<file path="src/rtl/mole_scheduler_pkg.sv">
// mole_scheduler_pkg: state encodings, difficulty codes and default ms constants for the mole scheduler
package mole_scheduler_pkg;
  typedef enum logic [1:0] {ST_IDLE, ST_GAP, ST_UP, ST_FLASH} state_t;
  localparam logic [1:0] DIFF_EASY = 2'd0;
  localparam logic [1:0] DIFF_MED = 2'd1;
  localparam logic [1:0] DIFF_HARD = 2'd2;
  localparam logic [1:0] DIFF_XHARD = 2'd3;
  localparam int DEF_GAP_MS = 300;
  localparam int DEF_FLASH_MS = 150;
  localparam int DEF_UP_MS_EASY = 1000;
  localparam int DEF_UP_MS_MED = 700;
  localparam int DEF_UP_MS_HARD = 450;
  localparam int CNT_W = 11;
  // difficulty 3 shares the hard up-time
  function automatic logic [CNT_W-1:0] up_time(input logic [1:0] d, input int e, input int m, input int h);
    return d == DIFF_EASY ? CNT_W'(e) : d == DIFF_MED ? CNT_W'(m) : CNT_W'(h);
  endfunction
endpackage

</file>
<file path="src/rtl/mole_lfsr.sv">
// mole_lfsr: free-running 16-bit Fibonacci LFSR (taps 16,14,13,11), exposes its low W bits
module mole_lfsr #(
  parameter logic [15:0] SEED = 16'hACE1,
  parameter int W = 3
) (
  input  logic         clk,
  input  logic         rst_n,
  output logic [W-1:0] rnd
);
  logic [15:0] lfsr_q, lfsr_d;
  // shift left, feedback enters at bit 0; steps every cycle regardless of game state
  always_comb lfsr_d = {lfsr_q[14:0], lfsr_q[15] ^ lfsr_q[13] ^ lfsr_q[12] ^ lfsr_q[10]};
  // seed only on reset
  always_ff @(posedge clk or negedge rst_n)
    if (!rst_n) lfsr_q <= SEED;
    else lfsr_q <= lfsr_d;
  assign rnd = lfsr_q[W-1:0];
endmodule

</file>
<file path="src/rtl/mole_scheduler.sv">
// mole_scheduler: spawns pseudo-random moles, times them and judges button hits; MOLE_MISS_PULSE_EN enables miss_pulse
module mole_scheduler
  import mole_scheduler_pkg::*;
#(
  parameter int NUM_HOLES = 8,
  parameter int GAP_MS = DEF_GAP_MS,
  parameter int FLASH_MS = DEF_FLASH_MS,
  parameter int UP_MS_EASY = DEF_UP_MS_EASY,
  parameter int UP_MS_MED = DEF_UP_MS_MED,
  parameter int UP_MS_HARD = DEF_UP_MS_HARD,
  parameter logic [15:0] LFSR_SEED = 16'hACE1,
  localparam int IDX = $clog2(NUM_HOLES)
) (
  input  logic                 clk,
  input  logic                 rst_n,
  input  logic                 enable,
  input  logic [1:0]           difficulty,
  input  logic                 tick_ms,
  input  logic [NUM_HOLES-1:0] btn_hit,
  output logic [NUM_HOLES-1:0] mole_leds,
  output logic                 mole_active,
  output logic [IDX-1:0]       mole_index,
  output logic                 hit_pulse,
  output logic                 miss_pulse
);
  localparam logic [CNT_W-1:0] GAP_END = CNT_W'(GAP_MS - 1);
  localparam logic [CNT_W-1:0] FLASH_END = CNT_W'(FLASH_MS - 1);
  state_t state_q, state_d;
  logic [CNT_W-1:0] cnt_q, cnt_d, up_ms_q, up_ms_d;
  logic [IDX-1:0] idx_q, idx_d, cand;
  logic [NUM_HOLES-1:0] leds_q, leds_d;
  logic hit_q, hit_d, timeout;
  mole_lfsr #(.SEED(LFSR_SEED), .W(IDX)) u_lfsr (.clk(clk), .rst_n(rst_n), .rnd(cand));
  assign timeout = tick_ms && cnt_q == up_ms_q - CNT_W'(1);
  // next state, mole pick, counter and display; disable overrides everything
  always_comb begin
    state_d = state_q;
    idx_d = idx_q;
    up_ms_d = up_ms_q;
    hit_d = 1'b0;
    if (!enable) state_d = ST_IDLE;
    else
      case (state_q)
        ST_IDLE: state_d = ST_GAP;
        ST_GAP:
          if (tick_ms && cnt_q == GAP_END) begin
            state_d = ST_UP;
            idx_d = cand == idx_q ? cand + IDX'(1) : cand;
            up_ms_d = up_time(difficulty, UP_MS_EASY, UP_MS_MED, UP_MS_HARD);
          end
        ST_UP:
          if (btn_hit[idx_q]) begin
            state_d = ST_FLASH;
            hit_d = 1'b1;
          end else if (timeout) state_d = ST_GAP;
        default: if (tick_ms && cnt_q == FLASH_END) state_d = ST_GAP;
      endcase
    cnt_d = (state_d != state_q || state_d == ST_IDLE) ? '0 : cnt_q + CNT_W'(tick_ms);
    leds_d = state_d == ST_UP ? NUM_HOLES'(1) << idx_d : '0;
  end
  // state and datapath registers
  always_ff @(posedge clk or negedge rst_n)
    if (!rst_n) begin
      state_q <= ST_IDLE;
      cnt_q <= '0;
      idx_q <= '0;
      up_ms_q <= '0;
      leds_q <= '0;
      hit_q <= 1'b0;
    end else begin
      state_q <= state_d;
      cnt_q <= cnt_d;
      idx_q <= idx_d;
      up_ms_q <= up_ms_d;
      leds_q <= leds_d;
      hit_q <= hit_d;
    end
`ifdef MOLE_MISS_PULSE_EN
  logic miss_q, miss_d;
  // a timeout only counts as a miss when no hit and no disable coincide with it
  always_comb miss_d = enable && state_q == ST_UP && !btn_hit[idx_q] && timeout;
  // one-cycle miss pulse register
  always_ff @(posedge clk or negedge rst_n)
    if (!rst_n) miss_q <= 1'b0;
    else miss_q <= miss_d;
  assign miss_pulse = miss_q;
`else
  assign miss_pulse = 1'b0;
`endif
  assign mole_leds = leds_q;
  assign mole_active = state_q == ST_UP;
  assign mole_index = idx_q;
  assign hit_pulse = hit_q;
endmodule

</file>
<file path="config.mk">
export PLATFORM = sky130hd
export DESIGN_NAME = mole_scheduler
export DESIGN_NICKNAME = d
export VERILOG_FILES = /design/src/rtl/mole_scheduler_pkg.sv /design/src/rtl/mole_lfsr.sv /design/src/rtl/mole_scheduler.sv
export SDC_FILE = /design/constraint.sdc
export NUM_CORES = 1
export LEC_CHECK = 0
export ABC_AREA = 1
export CAP_MARGIN = 20
export CORE_AREA = 2 2 76 78
export CTS_BUF_LIST = sky130_fd_sc_hd__clkbuf_16
export CTS_CLUSTER_DIAMETER = 40
export DETAILED_ROUTE_END_ITERATION = 8
export DIE_AREA = 0 0 78 80
export GPL_ROUTABILITY_DRIVEN = 0
export GPL_TIMING_DRIVEN = 1
export PLACE_DENSITY_LB_ADDON = 0.05
export SLEW_MARGIN = 40
export SYNTH_ARGS = -nofsm -noshare
export SYNTH_HDL_FRONTEND = slang
export SYNTH_SLANG_ARGS = --single-unit
export TNS_END_PERCENT = 5
</file>
<file path="constraint.sdc">
create_clock -name clk -period 1.7 [get_ports clk]
set_input_delay 0.17 -clock clk [delete_from_list [all_inputs] [get_ports clk]]
set_output_delay 0.17 -clock clk [all_outputs]
set_load 0.1 [all_outputs]
</file>
### Word-level counts from Yosys, hierarchy flattened

Index checks and enable logic that the tools add are counted.

| storage, ports and cells | value |
|---|---|
| flip-flop bits (word level) | 52 |
| input bits | 14 |
| output and inout bits | 14 |
| logic and storage cells | 51 |

| cells by class | value |
|---|---|
| $add $sub $neg | 3 |
| $lt $le $gt $ge | 1 |
| equal/unequal tests | 9 |
| shift-type cells | 1 |
| muxes and demuxes | 19 |
| bitwise operators | 3 |
| reduce and logical (&&, ||, !) cells | 8 |

Operators by type and width:

| cell | number |
|---|---|
| $mux W10 | 2 |
| $mux W3 | 4 |
| $add A11 B1 Y11 | 1 |
| $eq A11 B11 Y1 | 1 |
| $eq A11 B8 Y1 const B | 1 |
| $eq A11 B9 Y1 const B | 1 |
| $mux W11 | 1 |
| $sub A11 B1 Y11 const B | 1 |
| $mux W2 | 5 |
| $mux W8 | 1 |
| $shl A1 B3 Y8 const A | 1 |
| $logic_not A2 Y1 | 3 |
| $pmux W2 S3 | 1 |
| $eq A2 B1 Y1 const B | 2 |
| $eq A2 B2 Y1 const B | 2 |
| $lt A3 B4 Y1 const B | 1 |
| $mux W1 | 4 |
| $add A3 B1 Y3 const B | 1 |
| $bmux W1 S3 | 1 |
| $eq A3 B3 Y1 | 1 |
| $logic_and A1 B1 Y1 | 3 |
| $reduce_and A3 Y1 | 1 |
| $xor A1 B1 Y1 | 3 |
| $ne A2 B2 Y1 | 1 |
| $logic_or A1 B1 Y1 | 1 |

### Logic depth before layout (Yosys ltp)

Gate-level depths: netlist (run 1).

| logic depth | value |
|---|---|
| depth in word-level cells | 10 |
| mapped depth | 18 |
| mapped depth without buffers | 17 |

### Modules after synthesis

From an unflattened synthesis (run 1), not the netlist that was laid out.

| second synthesis, totals | value |
|---|---|
| cell total of the unflattened synthesis | 299 |
| area total of the unflattened synthesis | 2,397.3 µm² |

Modules (own cells, without submodules):

| module | instances | cells an instance | area an instance (µm²) |
|---|---|---|---|
| mole_scheduler | 1 | 263 | 1,893.1 |
| mole_lfsr | 1 | 36 | 504.2 |

### Worst setup path after synthesis (run 1)

No wires, ideal clock.

| timing path | value |
|---|---|
| path kind | reg-to-reg |
| start | reg state_q[0] |
| end | reg cnt_q[9] |
| data arrival time | 2.596 ns |
| slack | -0.967 ns |
| stages on the path, launching flop included | 11 |
| buffers on the path | 1 |
| period minus slack after synthesis | 2.667 ns |
| cells stage by stage | dfrtp_1 nor2_1 nand3_1 nand2_1 inv_1 nand2_1 nand2_1 nand2_1 nand2_1 buf_6 nor2_1 |

| on the way | value |
|---|---|
| elaborated cells between the ends (all ways) | 13 |
| classes of those cells | eq/ne: 3; mux: 7; reduce/logical: 3 |

RTL lines:

| item | line | RTL |
|---|---|---|
| start: declaration | mole_scheduler.sv:28 | `state_t state_q, state_d;` |
| start signal: assignment | mole_scheduler.sv:71 | `state_q <= state_d;` |
| $eq A2 B2 Y1 * | n/a |  |
| via mole_active | mole_scheduler.sv:21 | `output logic mole_active,` |
| $pmux W2 S3 * | mole_scheduler.sv:43 | `case (state_q)` |
| $mux W2 * | mole_scheduler.sv:41 | `if (!enable) state_d = ST_IDLE;` |
| $ne A2 B2 Y1 or $logic_not A2 Y1 (tied branches) | mole_scheduler.sv:58 | `cnt_d = (state_d != state_q \|\| state_d == ST_IDLE) ? '0 : cnt_q + CNT_W'(tick_ms);` |
| $logic_or A1 B1 Y1 * | mole_scheduler.sv:58 |  |
| $mux W11 * | mole_scheduler.sv:58 |  |
| via cnt_d[9] | mole_scheduler.sv:29 | `logic [CNT_W-1:0] cnt_q, cnt_d, up_ms_q, up_ms_d;` |
| end signal: assignment | mole_scheduler.sv:72 | `cnt_q <= cnt_d;` |
| end: declaration | mole_scheduler.sv:29 |  |

The timed path passes the listed nets; every way through them passes the cells marked *.
A chain may end at the register's enable or synchronous reset.

### Worst setup path in the final report (run 1)

| timing path | value |
|---|---|
| start | reg up_ms_q[4] |
| end | reg cnt_q[2] |

| on the way | value |
|---|---|
| longest elaborated chain between the ends | 10 |
| elaborated cells between the ends (all ways) | 11 |
| classes of those cells | add/sub: 1; eq/ne: 2; mux: 5; reduce/logical: 3 |

RTL lines:

| item | line | RTL |
|---|---|---|
| start: declaration | mole_scheduler.sv:29 |  |
| start signal: assignment | mole_scheduler.sv:74 | `up_ms_q <= up_ms_d;` |
| $sub A11 B1 Y11 * | mole_scheduler.sv:34 | `assign timeout = tick_ms && cnt_q == up_ms_q - CNT_W'(1);` |
| $eq A11 B11 Y1 * | mole_scheduler.sv:34 |  |
| $logic_and A1 B1 Y1 * | mole_scheduler.sv:34 |  |
| $mux W2 * | mole_scheduler.sv:55 | `end else if (timeout) state_d = ST_GAP;` |
| $mux W2 * | mole_scheduler.sv:52 | `if (btn_hit[idx_q]) begin` |
| $pmux W2 S3 * | mole_scheduler.sv:43 |  |
| $mux W2 * | mole_scheduler.sv:41 |  |
| $ne A2 B2 Y1 or $logic_not A2 Y1 (tied branches) | mole_scheduler.sv:58 |  |
| $logic_or A1 B1 Y1 * | mole_scheduler.sv:58 |  |
| $mux W11 * | mole_scheduler.sv:58 |  |
| via cnt_d[2] | mole_scheduler.sv:29 |  |

Marks and branches as above.

==> flow_summary.toml, run 1 <==
[drt]
wl_per_cell_um = 12.99
firstDrtPassIters = 4
drt_first_iter_violations = 121
drc = 0
viasPerCell = 4.634
wirelength_um = 5859
vias = 2090
ant_nets = 0

[setup_path]
rr_startpoint = "up_ms_q[4]$_DFFE_PN0P_"
cp.arrival_ps = 2130
r2r-end = "cnt_q[2]$_DFF_PN0_"
crit_end = "cnt_q[2]$_DFF_PN0_"
critPathLaunch = "up_ms_q[4]$_DFFE_PN0P_"
rr_worst_depth = 16
worstSetupEndpointType = "flip-flop"
crit_fanout = 11
cp.required_ps = 1880
rrSetupSlack_ps = -250
start_kind = "flip-flop"
critical_path_class = "reg -> reg"

[floorplanning]
die_x_um = 78
start_util_pct = 43.61
die_area_um2 = 6240
rows = 27
core_um2 = 5405
floorplan.die.height_um = 80
ioPinCount = 28

[synthesis]
syn-num-nets = 314
ys_seq_elements = 46
ys_types = 29
synth_compound_area_share_pct = 4.618
yosys_most_used_dff = "dfrtp_1"
yosys_warnings = 0
synth_edf_count = 0
synth_top_area_cell = "dfrtp_1"
synth_top_family_by_area = "simple AND/OR/NAND/NOR gates"
async_reset_ff_share_pct = 100.0
synthSimpleGateAreaFrac_pct = 29.09
synth_top_area_share_pct = 40.34
netlist_instances = 296
ys_seq_area_share_pct = 49.26
synthMuxAreaShare_pct = 0
synthAdderAreaFrac_pct = 2.123
syn_avg_cell_area_um2 = 7.964
synth_area_leaders = "dfrtp_1 40%, nand2_1 11%, dfstp_2 8.9%, nor2_1 7.3%, inv_1 6.5%"
synthXorXnorAreaFrac_pct = 5.945
syn_area_um2 = 2357

[power_and_ir_drop]
power_density_nw_per_um2 = 701.9
power.total_w = 0.002345
p_leak_nw = 1.638
ir_drop_v = 0.0004876

[sta]
fmax_ghz = 0.5129
slew_violations = 0
finalCritPeriodShare_pct = 114.7
holdWs_ps = 351.9
setup_viol = 20
hold_viol_final = 0
rsz0062_at_grt = "yes"
fin_crit_ps = 1950
fin_skew_ps = 2.079
setup_ws_ps = -249.6

[run_status]
outcome = "complete, but fails checks"
violations = "negative setup slack"

[clock_network]
clockBufferDepth = 2
root_buffer = "clkbuf_16"
cts_tree = "yes"
cts.sinks = 46
numCtsBuffers = 5
cts_max_level = 2
clk_pin_slew_ps = 60
clk-insertion-delay-late_ps = 290

[grt]
grt_max_degree = 21
grt_pass1_vias = 2106
overflow = 0
grt_pass1_wl_um = 9832
grt_usage_pct = 20.66
antenna_found_initial = 0

[place]
place_area_um2 = 3098
dp_slack_ps = -371.9
numPortBuffers = 26
hpwl_um = 4535

[job]
maxCapViolations = 0

[layout]
finalInstanceArea_um2 = 3341
finalNetCount = 396
syn_to_final_growth_pct = 41.72
drive_gt1_share_pct = 29.82
utilization_pct = 61.81
insertedDiodeCount = 0

[worst_hold_path]
hold_path.class = "in -> async"
-- sequential cells by signal, summed over array words and instances (netlist names) --
name and count:
u_lfsr.lfsr_q 16, cnt_q 11, mole_leds 8, up_ms_q 5, mole_index 3, state_q 2, hit_pulse 1
-- metal layers --
| layer | vias up | global-route usage (%) | wire length, um |
|---|---|---|---|
| li1 | 1076 | - | - |
| met4 | 0 | 7.544 | 85 |
| met3 | 7 | 4.072 | 267 |
| met1 | 963 | 28.51 | 2824 |
| met2 | 44 | 32.41 | 2682 |
| met5 | - | 0 | 0 |
-- worst min path at each step --
stage                                       end  slack [ps]                       start  depth (start not counted)
floorplan                    cnt_q[0]$_DFF_PN0_        -130                       rst_n                          0
global placement             cnt_q[3]$_DFF_PN0_         140                       rst_n                          1
detailed placement           cnt_q[0]$_DFF_PN0_         150                       rst_n                          1
CTS                 u_lfsr.lfsr_q[10]$_DFF_PN1_         350  u_lfsr.lfsr_q[9]$_DFF_PN0_                          0
global route         u_lfsr.lfsr_q[6]$_DFF_PN1_         360  u_lfsr.lfsr_q[5]$_DFF_PN1_                          0
finish                       cnt_q[3]$_DFF_PN0_         350                       rst_n                          2
-- cells in the mapped netlist, types with 3 or more instances --
cell and number:
buf_2 3, dfrtp_1 38, dfstp_2 8, ha_1 4
inv_1 41, nand2_1 72, nand2_2 3, nand3_1 25
nand4_1 6, nor2_1 46, nor3_1 3, o21ai_0 9
xnor2_1 6, xor2_1 10
-- cell type report --
class | count | area (um2)
clock inverters | 3 | 45.04
inverters | 44 | 168.9
repair buffers | 81 | 700.7
multi-input cells | 200 | 1040
fillers | 520 | 2064
flip-flops and latches | 46 | 1171
well taps | 72 | 90.09
clock buffers | 5 | 125.1
-- report_power, final --
part	internal, W	switching [W]
registers	0.00110	0.00000376
logic	0.0000627	0.0000710
clock network	0.000693	0.000415
-- logic make-up after synthesis --
family | count (synthesis)
buf+inv | 50
simple gates | 161
xor+xnor | 16
compound gates | 18
flops | 46
fa+ha+maj | 4
other cells | 1
-- per-stage QoR --
step	cells	TNS, ps
final	451	-4039
after global routing	451	-7821
after CTS	449	-4245
after detailed placement	440	-7919
after global placement	440	-7029
after floorplan	296	-2005
-- what timing repair did --
| item | in CTS | in global routing |
|---|---|---|
| buffers inserted | 0 | 2 |
| endpoints found under the setup margin | 21 | 26 |
| pin swaps | 2 | 3 |
| gates resized for setup | 13 | 4 |
| hold buffers | 1 | 0 |
| endpoints found under the hold margin | 18 | 0 |
-- layout by cell type (no fill, tap or decap), types with 5 or more instances in the layout --
cell type | synthesis | final
buf_12 | 0 | 5
buf_4 | 2 | 62
clkbuf_16 | 0 | 5
clkdlybuf4s50_1 | 0 | 12
dfrtp_1 | 38 | 34
dfstp_2 | 8 | 8
inv_1 | 41 | 37
inv_2 | 2 | 5
nand2_1 | 72 | 66
nand2_2 | 3 | 9
nand3_1 | 25 | 24
nand4_1 | 6 | 6
nor2_1 | 46 | 45
o21ai_0 | 9 | 7
xnor2_1 | 6 | 6
xor2_1 | 10 | 10
-- critical path: stages (launching register included) --
cell and delay [ps]:
dfrtp_1 390, buf_4 150, nor2_4 140, nand2_2 110
inv_2 70, nand2_1 40, nand2_1 90, nand3_1 70
nor2_1 110, nand3_1 110, nand2_1 70, nand2_1 60
nand2_1 80, nand2_1 70, nand2_2 90, buf_12 130
nor2_1 50
Note: power is estimated with default switching activity, not from simulation.
==> run 2, diff against run 1 <==
Settings changed: GPL_TIMING_DRIVEN 1 to 0.
==> flow_summary.toml, run 2 (synthesis results as in run 1) <==
[drt]
vias = 1968
ant_nets = 0
wl_per_cell_um = 12.62
wirelength_um = 5187
route.met2.wl_um = 2282
viasPerCell = 4.788
firstDrtPassIters = 5
drt_first_iter_violations = 87
routed-wl-met3_um = 181
drc = 0
highest_layer = "met4"
met1_length_um = 2619

[clock_network]
numCtsBuffers = 5
cts.sinks = 46
clk_pin_slew_ps = 60
clockBufferDepth = 2
cts_tree = "yes"
clk-insertion-delay-late_ps = 280
cts_max_level = 2
root_buffer = "clkbuf_16"

[grt]
grt_max_degree = 27
overflow = 0
antenna_found_initial = 0
grt_pass1_vias = 1757
grt_pass1_wl_um = 8576
grt_usage_pct = 18.03

[run_status]
violations = "negative setup slack"
outcome = "complete, but fails checks"

[place]
place_inst = 395
place_area_um2 = 2680
numPortBuffers = 26
hpwl_um = 3846

[floorplanning]
die_x_um = 78
ioPinCount = 28
start_util_pct = 43.61
rows = 27
floorplan.die.height_um = 80
core_um2 = 5405
die_area_um2 = 6240

[sta]
slew_violations = 0
rsz0062_at_grt = "yes"
holdWs_ps = 310.4
hold_viol_final = 0
fin_setup_tns_ps = -2787
setup_ws_ps = -200.2
fmax_ghz = 0.5263
finalCritPeriodShare_pct = 111.8
fin_crit_ps = 1900
fin_skew_ps = 6.996
setup_viol = 19

[layout]
top_register = "u_lfsr.lfsr_q"
fillers = 500
final_common_cell = "nand2_1"
finalInstanceArea_um2 = 3025
final_cell_mix = "57 x nand2_1, 38 x inv_1, 38 x nor2_1"
utilization_pct = 55.97
final_cells = 411
largest_reg_flops = 16
syn_to_final_growth_pct = 28.34
finalNetCount = 356
insertedDiodeCount = 0
drive_gt1_share_pct = 26.55

[setup_path]
worstSetupEndpointType = "flip-flop"
cp.arrival_ps = 2070
cp.required_ps = 1870
start_kind = "flip-flop"
crit_fanout = 5
critical_path_class = "reg -> reg"

[power_and_ir_drop]
ir_drop_v = 0.0003235
power_density_nw_per_um2 = 710.6
p_leak_nw = 1.476

[job]
maxCapViolations = 0

[worst_hold_path]
hold_path.class = "in -> async"
-- run 2: changes by cell type in the layout (fill, tap and decap cells not counted), moves of 2 or more --
cell	delta
nor2_1	-7
buf_12	-3
buf_4	-56
nand2_1	-9
clkinv_2	+2
nand2_2	+5
buf_2	+15
clkinvlp_4	-2
nor2_2	+6
buf_6	+3
nand2_4	+4
-- run 2: critical path, cell delays in order, from the launching register on --
cell and delay (ps):
dfrtp_1 440, nor2_1 270, nand3_1 160, nand3_1 120, nand3_1 80, nor2_1 110
nand2_1 70, nand2_2 80, nand2_4 70, nand2_2 70, nand2_2 60, nand2_4 80
buf_8 130, nor2_4 30
-- run 2: cell type report --
cell class / count / area, um2 / area share, %
Buffer: 6 / 48.80 / 1.613
Clock buffer: 5 / 125.1 / 4.136
Clock inverter: 3 / 13.76 / 0.4549
Inverter: 44 / 166.4 / 5.500
Multi-Input combinational cell: 200 / 1115 / 36.85
Sequential cell: 46 / 1171 / 38.71
Tap cell: 72 / 90.09 / 2.978
Timing Repair Buffer: 35 / 295.3 / 9.760
-- run 2: per-layer routing --
layer,up-vias,global-route usage [%]
met5,-,0
met2,44,26.72
met1,913,26.00
li1,1002,-
met3,9,3.846
met4,0,6.491
-- run 2: path summary, 6_finish.rpt --
path                                       startpoint                         end  slack, ps  cells after the start
hold reg to reg            u_lfsr.lfsr_q[8]$_DFF_PN0_  u_lfsr.lfsr_q[9]$_DFF_PN0_        350                      0
min in group clk           u_lfsr.lfsr_q[8]$_DFF_PN0_  u_lfsr.lfsr_q[9]$_DFF_PN0_        350                      0
setup / recovery               up_ms_q[8]$_DFFE_PN0P_          cnt_q[2]$_DFF_PN0_       -200                     13
max in group asynchronous                       rst_n  u_lfsr.lfsr_q[5]$_DFF_PN1_        890                      3
setup reg to reg               up_ms_q[8]$_DFFE_PN0P_          cnt_q[2]$_DFF_PN0_       -200                     13
hold / removal                                  rst_n          cnt_q[1]$_DFF_PN0_        310                      2
-- run 2: repair_timing --
action,4_1_cts,5_1_grt
gates cloned,1,0
buffers inserted,4,3
pin swaps,11,17
hold endpoints to repair,15,0
endpoints found under the setup margin,22,27
resized for setup,18,26
hold buffers,1,0
-- run 2: power breakdown --
group | internal, W | switching (W) | leakage, nW
clock network | 0.000533 | 0.000378 | 0.0748
logic | 0.0000589 | 0.0000730 | 0.821
registers | 0.00110 | 0.00000670 | 0.581
total | 0.00169 | 0.000458 | 1.48
-- run 2: metrics by stage --
stage | power [W] | setup slack [ps]
after global placement | 0.001233 | -1119
after floorplan | 0.001169 | -149.7
final | 0.002150 | -200.2
after detailed placement | 0.001238 | -458.9
after global routing | 0.002245 | -357.7
after CTS | 0.002176 | -246.9
